## src/rtl/kl8e_tty.sv

```systemverilog
// KL8E-style console controller: decodes keyboard/printer IOTs, owns the buffers,
// flags and interrupt enable, and runs the req/ack handshakes toward the uart.
module kl8e_tty #(
  parameter logic [5:0] KBD_DEV     = 6'o03,
  parameter logic [5:0] PRT_DEV     = 6'o04,
  parameter int         SYNC_STAGES = 2
) (
  input  logic        clk,
  input  logic        reset,
  input  logic        iot,
  input  logic [5:0]  io_dev,
  input  logic [2:0]  io_op,
  input  logic        io_caf,
  input  logic [11:0] ac_in,
  output logic [11:0] io_data,
  output logic        io_data_en,
  output logic        io_ac_clr,
  output logic        io_skip,
  output logic        io_int,
  output logic        tx_req,
  output logic [7:0]  tx_data,
  input  logic        tx_ack,
  input  logic        tx_empty,
  output logic        rx_req,
  input  logic [7:0]  rx_data,
  input  logic        rx_ack,
  input  logic        rx_empty
);

  typedef enum logic [1:0] {RX_IDLE, RX_REQ, RX_CAP, RX_DROP} rx_st_e;
  typedef enum logic [1:0] {TX_IDLE, TX_REQ, TX_DROP, TX_BUSY} tx_st_e;

  // bit order {tx_empty, tx_ack, rx_empty, rx_ack}; empties idle high
  localparam logic [3:0] SYNC_RST = 4'b1010;

  logic [SYNC_STAGES-1:0][3:0] sync_q, sync_d;
  logic rx_ack_s, rx_empty_s, tx_ack_s, tx_empty_s;

  rx_st_e      rx_st_q, rx_st_d;
  tx_st_e      tx_st_q, tx_st_d;
  logic [7:0]  kbd_buf_q, kbd_buf_d;
  logic [7:0]  prt_buf_q, prt_buf_d;
  logic        kbd_flag_q, kbd_flag_d;
  logic        prt_flag_q, prt_flag_d;
  logic        int_en_q, int_en_d;
  logic        tx_pend_q, tx_pend_d;
  logic        rx_req_q, rx_req_d;
  logic        tx_req_q, tx_req_d;
  logic [7:0]  tx_data_q, tx_data_d;
  logic [11:0] io_data_q, io_data_d;
  logic        io_data_en_q, io_data_en_d;
  logic        io_ac_clr_q, io_ac_clr_d;
  logic        io_skip_q, io_skip_d;
  logic        io_int_q, io_int_d;

  logic kbd_hit, prt_hit;
  logic kbd_clr, prt_clr, prt_set_iot, prt_set_fsm, rx_set, tx_start;
  logic unused_ac;

  // high AC bits carry nothing for this device
  assign unused_ac = ^ac_in[11:8];

  assign rx_ack_s   = sync_q[SYNC_STAGES-1][0];
  assign rx_empty_s = sync_q[SYNC_STAGES-1][1];
  assign tx_ack_s   = sync_q[SYNC_STAGES-1][2];
  assign tx_empty_s = sync_q[SYNC_STAGES-1][3];

  assign kbd_hit = iot && (io_dev == KBD_DEV);
  assign prt_hit = iot && (io_dev == PRT_DEV);

  always_comb begin
    sync_d[0] = {tx_empty, tx_ack, rx_empty, rx_ack};
    for (int i = 1; i < SYNC_STAGES; i++) sync_d[i] = sync_q[i-1];
  end

  always_comb begin
    rx_st_d      = rx_st_q;
    tx_st_d      = tx_st_q;
    kbd_buf_d    = kbd_buf_q;
    prt_buf_d    = prt_buf_q;
    kbd_flag_d   = kbd_flag_q;
    prt_flag_d   = prt_flag_q;
    int_en_d     = int_en_q;
    tx_pend_d    = tx_pend_q;
    rx_req_d     = rx_req_q;
    tx_req_d     = tx_req_q;
    tx_data_d    = tx_data_q;
    io_data_d    = '0;
    io_data_en_d = 1'b0;
    io_ac_clr_d  = 1'b0;
    io_skip_d    = 1'b0;
    kbd_clr      = 1'b0;
    prt_clr      = 1'b0;
    prt_set_iot  = 1'b0;
    prt_set_fsm  = 1'b0;
    rx_set       = 1'b0;
    tx_start     = 1'b0;

    // skip/data always reflect state before this IOT's own update
    if (kbd_hit) begin
      case (io_op)
        3'd0: kbd_clr = 1'b1;
        3'd1: io_skip_d = kbd_flag_q;
        3'd2: begin kbd_clr = 1'b1; io_ac_clr_d = 1'b1; end
        3'd4: begin io_data_d = {4'b0, kbd_buf_q}; io_data_en_d = 1'b1; end
        3'd5: int_en_d = ac_in[0];
        3'd6: begin
          kbd_clr      = 1'b1;
          io_ac_clr_d  = 1'b1;
          io_data_d    = {4'b0, kbd_buf_q};
          io_data_en_d = 1'b1;
        end
        default: ;
      endcase
    end
    if (prt_hit) begin
      case (io_op)
        3'd0: prt_set_iot = 1'b1;
        3'd1: io_skip_d = prt_flag_q;
        3'd2: prt_clr = 1'b1;
        3'd4: tx_start = 1'b1;
        3'd5: io_skip_d = kbd_flag_q | prt_flag_q;
        3'd6: begin prt_clr = 1'b1; tx_start = 1'b1; end
        default: ;
      endcase
    end
    if (tx_start) prt_buf_d = ac_in[7:0];
    if (io_caf) int_en_d = 1'b1;

    case (rx_st_q)
      RX_IDLE: if (!rx_empty_s && !kbd_flag_q) begin
        rx_st_d  = RX_REQ;
        rx_req_d = 1'b1;
      end
      RX_REQ: if (rx_ack_s) begin
        rx_st_d  = RX_CAP;
        rx_req_d = 1'b0;
      end
      RX_CAP: begin
        kbd_buf_d = rx_data;
        rx_set    = 1'b1;
        rx_st_d   = RX_DROP;
      end
      default: if (!rx_ack_s) rx_st_d = RX_IDLE;
    endcase

    // a start while the transmitter is occupied is remembered in tx_pend;
    // a start landing on the BUSY->done cycle chains straight into REQ
    case (tx_st_q)
      TX_IDLE: if (tx_start) begin
        tx_st_d   = TX_REQ;
        tx_req_d  = 1'b1;
        tx_data_d = prt_buf_d;
      end
      TX_REQ: begin
        if (tx_start) tx_pend_d = 1'b1;
        if (tx_ack_s) begin
          tx_st_d  = TX_DROP;
          tx_req_d = 1'b0;
        end
      end
      TX_DROP: begin
        if (tx_start) tx_pend_d = 1'b1;
        if (!tx_ack_s) tx_st_d = TX_BUSY;
      end
      default: begin
        if (tx_empty_s) begin
          if (tx_pend_q || tx_start) begin
            tx_pend_d = 1'b0;
            tx_st_d   = TX_REQ;
            tx_req_d  = 1'b1;
            tx_data_d = prt_buf_d;
          end else begin
            prt_set_fsm = 1'b1;
            tx_st_d     = TX_IDLE;
          end
        end else if (tx_start) begin
          tx_pend_d = 1'b1;
        end
      end
    endcase

    // hardware-set beats software clear on the same cycle
    if (kbd_clr || io_caf) kbd_flag_d = 1'b0;
    if (rx_set)            kbd_flag_d = 1'b1;
    if (prt_set_iot)       prt_flag_d = 1'b1;
    if (prt_clr || io_caf) prt_flag_d = 1'b0;
    if (prt_set_fsm)       prt_flag_d = 1'b1;

    io_int_d = int_en_q & (kbd_flag_q | prt_flag_q);
  end

  always_ff @(posedge clk or negedge reset) begin
    if (!reset) begin
      sync_q       <= {SYNC_STAGES{SYNC_RST}};
      rx_st_q      <= RX_IDLE;
      tx_st_q      <= TX_IDLE;
      kbd_buf_q    <= '0;
      prt_buf_q    <= '0;
      kbd_flag_q   <= 1'b0;
      prt_flag_q   <= 1'b0;
      int_en_q     <= 1'b1;
      tx_pend_q    <= 1'b0;
      rx_req_q     <= 1'b0;
      tx_req_q     <= 1'b0;
      tx_data_q    <= '0;
      io_data_q    <= '0;
      io_data_en_q <= 1'b0;
      io_ac_clr_q  <= 1'b0;
      io_skip_q    <= 1'b0;
      io_int_q     <= 1'b0;
    end else begin
      sync_q       <= sync_d;
      rx_st_q      <= rx_st_d;
      tx_st_q      <= tx_st_d;
      kbd_buf_q    <= kbd_buf_d;
      prt_buf_q    <= prt_buf_d;
      kbd_flag_q   <= kbd_flag_d;
      prt_flag_q   <= prt_flag_d;
      int_en_q     <= int_en_d;
      tx_pend_q    <= tx_pend_d;
      rx_req_q     <= rx_req_d;
      tx_req_q     <= tx_req_d;
      tx_data_q    <= tx_data_d;
      io_data_q    <= io_data_d;
      io_data_en_q <= io_data_en_d;
      io_ac_clr_q  <= io_ac_clr_d;
      io_skip_q    <= io_skip_d;
      io_int_q     <= io_int_d;
    end
  end

  assign io_data    = io_data_q;
  assign io_data_en = io_data_en_q;
  assign io_ac_clr  = io_ac_clr_q;
  assign io_skip    = io_skip_q;
  assign io_int     = io_int_q;
  assign tx_req     = tx_req_q;
  assign tx_data    = tx_data_q;
  assign rx_req     = rx_req_q;

endmodule

```

## config.mk

```make
export PLATFORM = sky130hd
export DESIGN_NAME = kl8e_tty
export DESIGN_NICKNAME = d
export VERILOG_FILES = /design/src/rtl/kl8e_tty.sv
export SDC_FILE = /design/constraint.sdc
export NUM_CORES = 1
export LEC_CHECK = 0
export BUFFER_PORTS_ARGS = -buffer_cell sky130_fd_sc_hd__buf_2
export CAP_MARGIN = 20
export CORE_MARGIN = 1.5
export CORE_UTILIZATION = 52
export CTS_BUF_LIST = sky130_fd_sc_hd__clkbuf_16
export DETAILED_ROUTE_END_ITERATION = 12
export HOLD_SLACK_MARGIN = 0.15
export PLACE_DENSITY = 0.79
export SLEW_MARGIN = 5
export SYNTH_ARGS = -nofsm -noshare
export SYNTH_HDL_FRONTEND = slang
export SYNTH_SLANG_ARGS = --single-unit
```

## constraint.sdc

```tcl
create_clock -name clk -period 2.2 [get_ports clk]
set_input_delay 0.11 -clock clk [delete_from_list [all_inputs] [get_ports clk]]
set_output_delay 0.11 -clock clk [all_outputs]
set_load 0.02 [all_outputs]
```

==> summary.txt <==
Run status
  – Status: completed

Die
  – Die H: 70.9 um
  – Initial core utilization: 54.7%
  – Die width: 70.9 um
  – I/O pins: 63
  – Num rows: 24
  – Total Die Area: 0.00503 mm^2
  – Core ar.: 0.00438 mm^2

Worst hold path
  – HP Class: in2reg
  – Hold Path Stages: 2

Clocking
  – Clock Latency Late Sink: 280 ps
  – Htree depth: 2
  – # Post-CTS Setup Buffers: 0
  – Maximum root-to-sink buffer count: 2
  – Num CTS Buffers: 5
  – CTS tree: yes
  – Clock slew at reported path FFs: 70 ps
  – # clock sinks: 54
  – Root Buffer: clkbuf_16

Logic synthesis
  – Top_reg_cell synth: dfrtp_1
  – Largest cells by area after synthesis: dfrtp_1 51%, dfstp_2 5.5%, mux2_2 4.2%, nand2_1 4.1%, ha_1 3.7%
  – EDFF count, synth: 0
  – Post-Synthesis Cells: 205
  – Synth top area share: 51.1%
  – Most frequent cells after synthesis: 49 x dfrtp_1, 26 x nand2_1, 11 x inv_1
  – Sequential area share after synthesis: 56.6%
  – Post-synth top area cell: dfrtp_1
  – Ys Warns: 0
  – Asr flop ratio synth: 100%
  – Syn_area_per_cell: 11.7 um^2
  – Count leader, synth: dfrtp_1
  – Synth Register Bits: 54
  – Mapped Area: 0.00240 mm^2
  – Unique masters post-synth: 45

Pwr
  – Pwr Total: 3.21 mW
  – Maximum vdd ir drop: 0.602 mV
  – Leak Pwr: 1.58 nW
  – Power Density: 1030 mW/mm^2

Layout
  – Area grow syn2layout: 30.0%
  – Fin area: 0.00312 mm^2
  – Share of layout cells above drive strength 1: 30.7%
  – Final Util: 71.1%
  – ANT cells: 0
  – Final Net Count: 333

Timing
  – Max Slew Vio Count: 0
  – Final TNS setup: 0 ps
  – Final Hold Viols: 0
  – RSZ-0062 raised after global routing: no
  – Min Tclk post-route: 2060 ps
  – Peak Freq: 486 MHz
  – Fin crit share: 93.6%
  – Slew HR: 56.3%
  – Worst clock skew: 3.99 ps
  – Worst setup margin: 142 ps
  – Setup violations, final: 0
  – Slew @ Worst Pin: 656 ps

Drt
  – Vias: 1825
  – Drt pass-1 iters: 4
  – WL/cell: 13.9 um
  – Routed Antenna Nets: 0
  – Residual DRC: 0
  – Routed WL: 4.77 mm
  – DR iter-0 viols: 103
  – Drt via density: 5.34

Placed design
  – Cell Area, Placed: 0.00273 mm^2
  – RePlAce Congestion: 0.774
  – Port buffer count: 54
  – Hpwl dp: 3.27 mm
  – Placement Setup Slack: 149 ps

Setup path
  – Worst EP required: 2370 ps
  – Crit-path max cell delay: 480 ps
  – Worst Reg-to-Reg Cells: 6
  – Worst Path Class, Setup: reg2reg
  – Critical Path Stages: 6
  – CP cell instances: inv_1 > ha_1 > nor2_1 > or3_1 > or3_1 > o211a_1
  – Crit path launch type: flip-flop
  – Delay-heaviest family, CP: simple AND/OR/NAND/NOR gates
  – CP Max Fanout: 9
  – Critical path buffer and inverter count: 1
  – Worst Setup End Kind: flip-flop
  – Critical-path top delay cell: or3_1
  – Critical path's most frequent cell: or3_1
  – Worst Path Arrival: 2230 ps

Global route
  – Vias in the first global route: 1865
  – All-Layer GR Usage: 20.7%
  – First-pass GRT wire length: 8.20 mm
  – Largest net degree at the start of global routing: 55
  – Congestion Overflow GR: 0
  – Initial antenna violation count: 0

Run
  – Max Cap Viol: 0
sequential cells by signal (all words and copies together), names as in the netlist, 2 cells and up:
signal     count
io_data        8
kbd_buf_q      8
prt_buf_q      8
rx_st_q        2
sync_d         4
sync_q         2
tx_data        8
tx_st_q        2
stage by stage:
stage	hold WS, ps	cells
3_5_place_dp	216	310
2_1_floorplan	-186	208
5_1_grt	202	342
3_3_place_gp	216	310
4_1_cts	167	342
6_report	170	342
power by group:
group          internal, mW  leakage, nW  switching (mW)
Sequential             1.24        0.686           0.132
Combinational         0.519        0.829           0.570
Clock                 0.416       0.0672           0.333
Total                  2.18         1.58            1.03
routing by layer:
metal  track usage [%]  vias up  wire (um)
li1                  -      877          -
met1              26.2      880       2060
met2              35.5       61       2400
met3              4.27        7        236
met4              7.34        0         65
met5                 0        -          0
final timing paths:
path                            startpoint    endpoint  slack [ps]
worst max register to register  tx_st_q[1]  tx_data[2]         140
min in group asynchronous            reset  io_data[7]         480
max in group asynchronous            reset  tx_data[4]        1290
worst max-delay path            tx_st_q[1]  tx_data[2]         140
worst min register to register   sync_d[6]   sync_q[6]         350
worst min-delay path              io_op[0]  io_data_en         170
area by class of cell:
cell class,count,area (um^2)
Sequential cell,54,1360
Inverter,12,45.0
Fill cell,321,1270
Tap cell,52,65.1
Clock inverter,3,16.3
Timing Repair Buffer,84,556
Multi-Input combinational cell,132,952
Clock buffer,5,125
placed cells by master (no fill, tap or decap), types with 6 or more instances in the layout:
cell	n
buf_2	54
dfrtp_1	49
nand2_1	26
dlygate4sd3_1	24
inv_1	11
or3_1	10
nand3b_1	9
and2_1	9
mux2_2	9
a21oi_1	8
o211a_1	8
ha_1	7
buf_4	6
worst register-to-register path, stage by stage, from the launching register on:
cell and delay (ps):
dfrtp_1 410, inv_1 110, ha_1 330, nor2_1 100
or3_1 480, or3_1 370, o211a_1 150
logic make-up after synthesis:
family | count (synthesis) | share of synthesized area, %
fa+ha+maj | 7 | 3.65
simple gates | 76 | 19.0
mux | 11 | 5.06
buf+inv | 22 | 4.44
other cells | 1 | 0.156
compound gates | 34 | 11.1
flops | 54 | 56.6
repair_timing:
item,in CTS,in global routing
setup endpoints to repair,0,8
endpoints found under the hold margin,71,0
resized for setup,0,1
hold buffers,24,0
(Power assumes the default switching activity.)
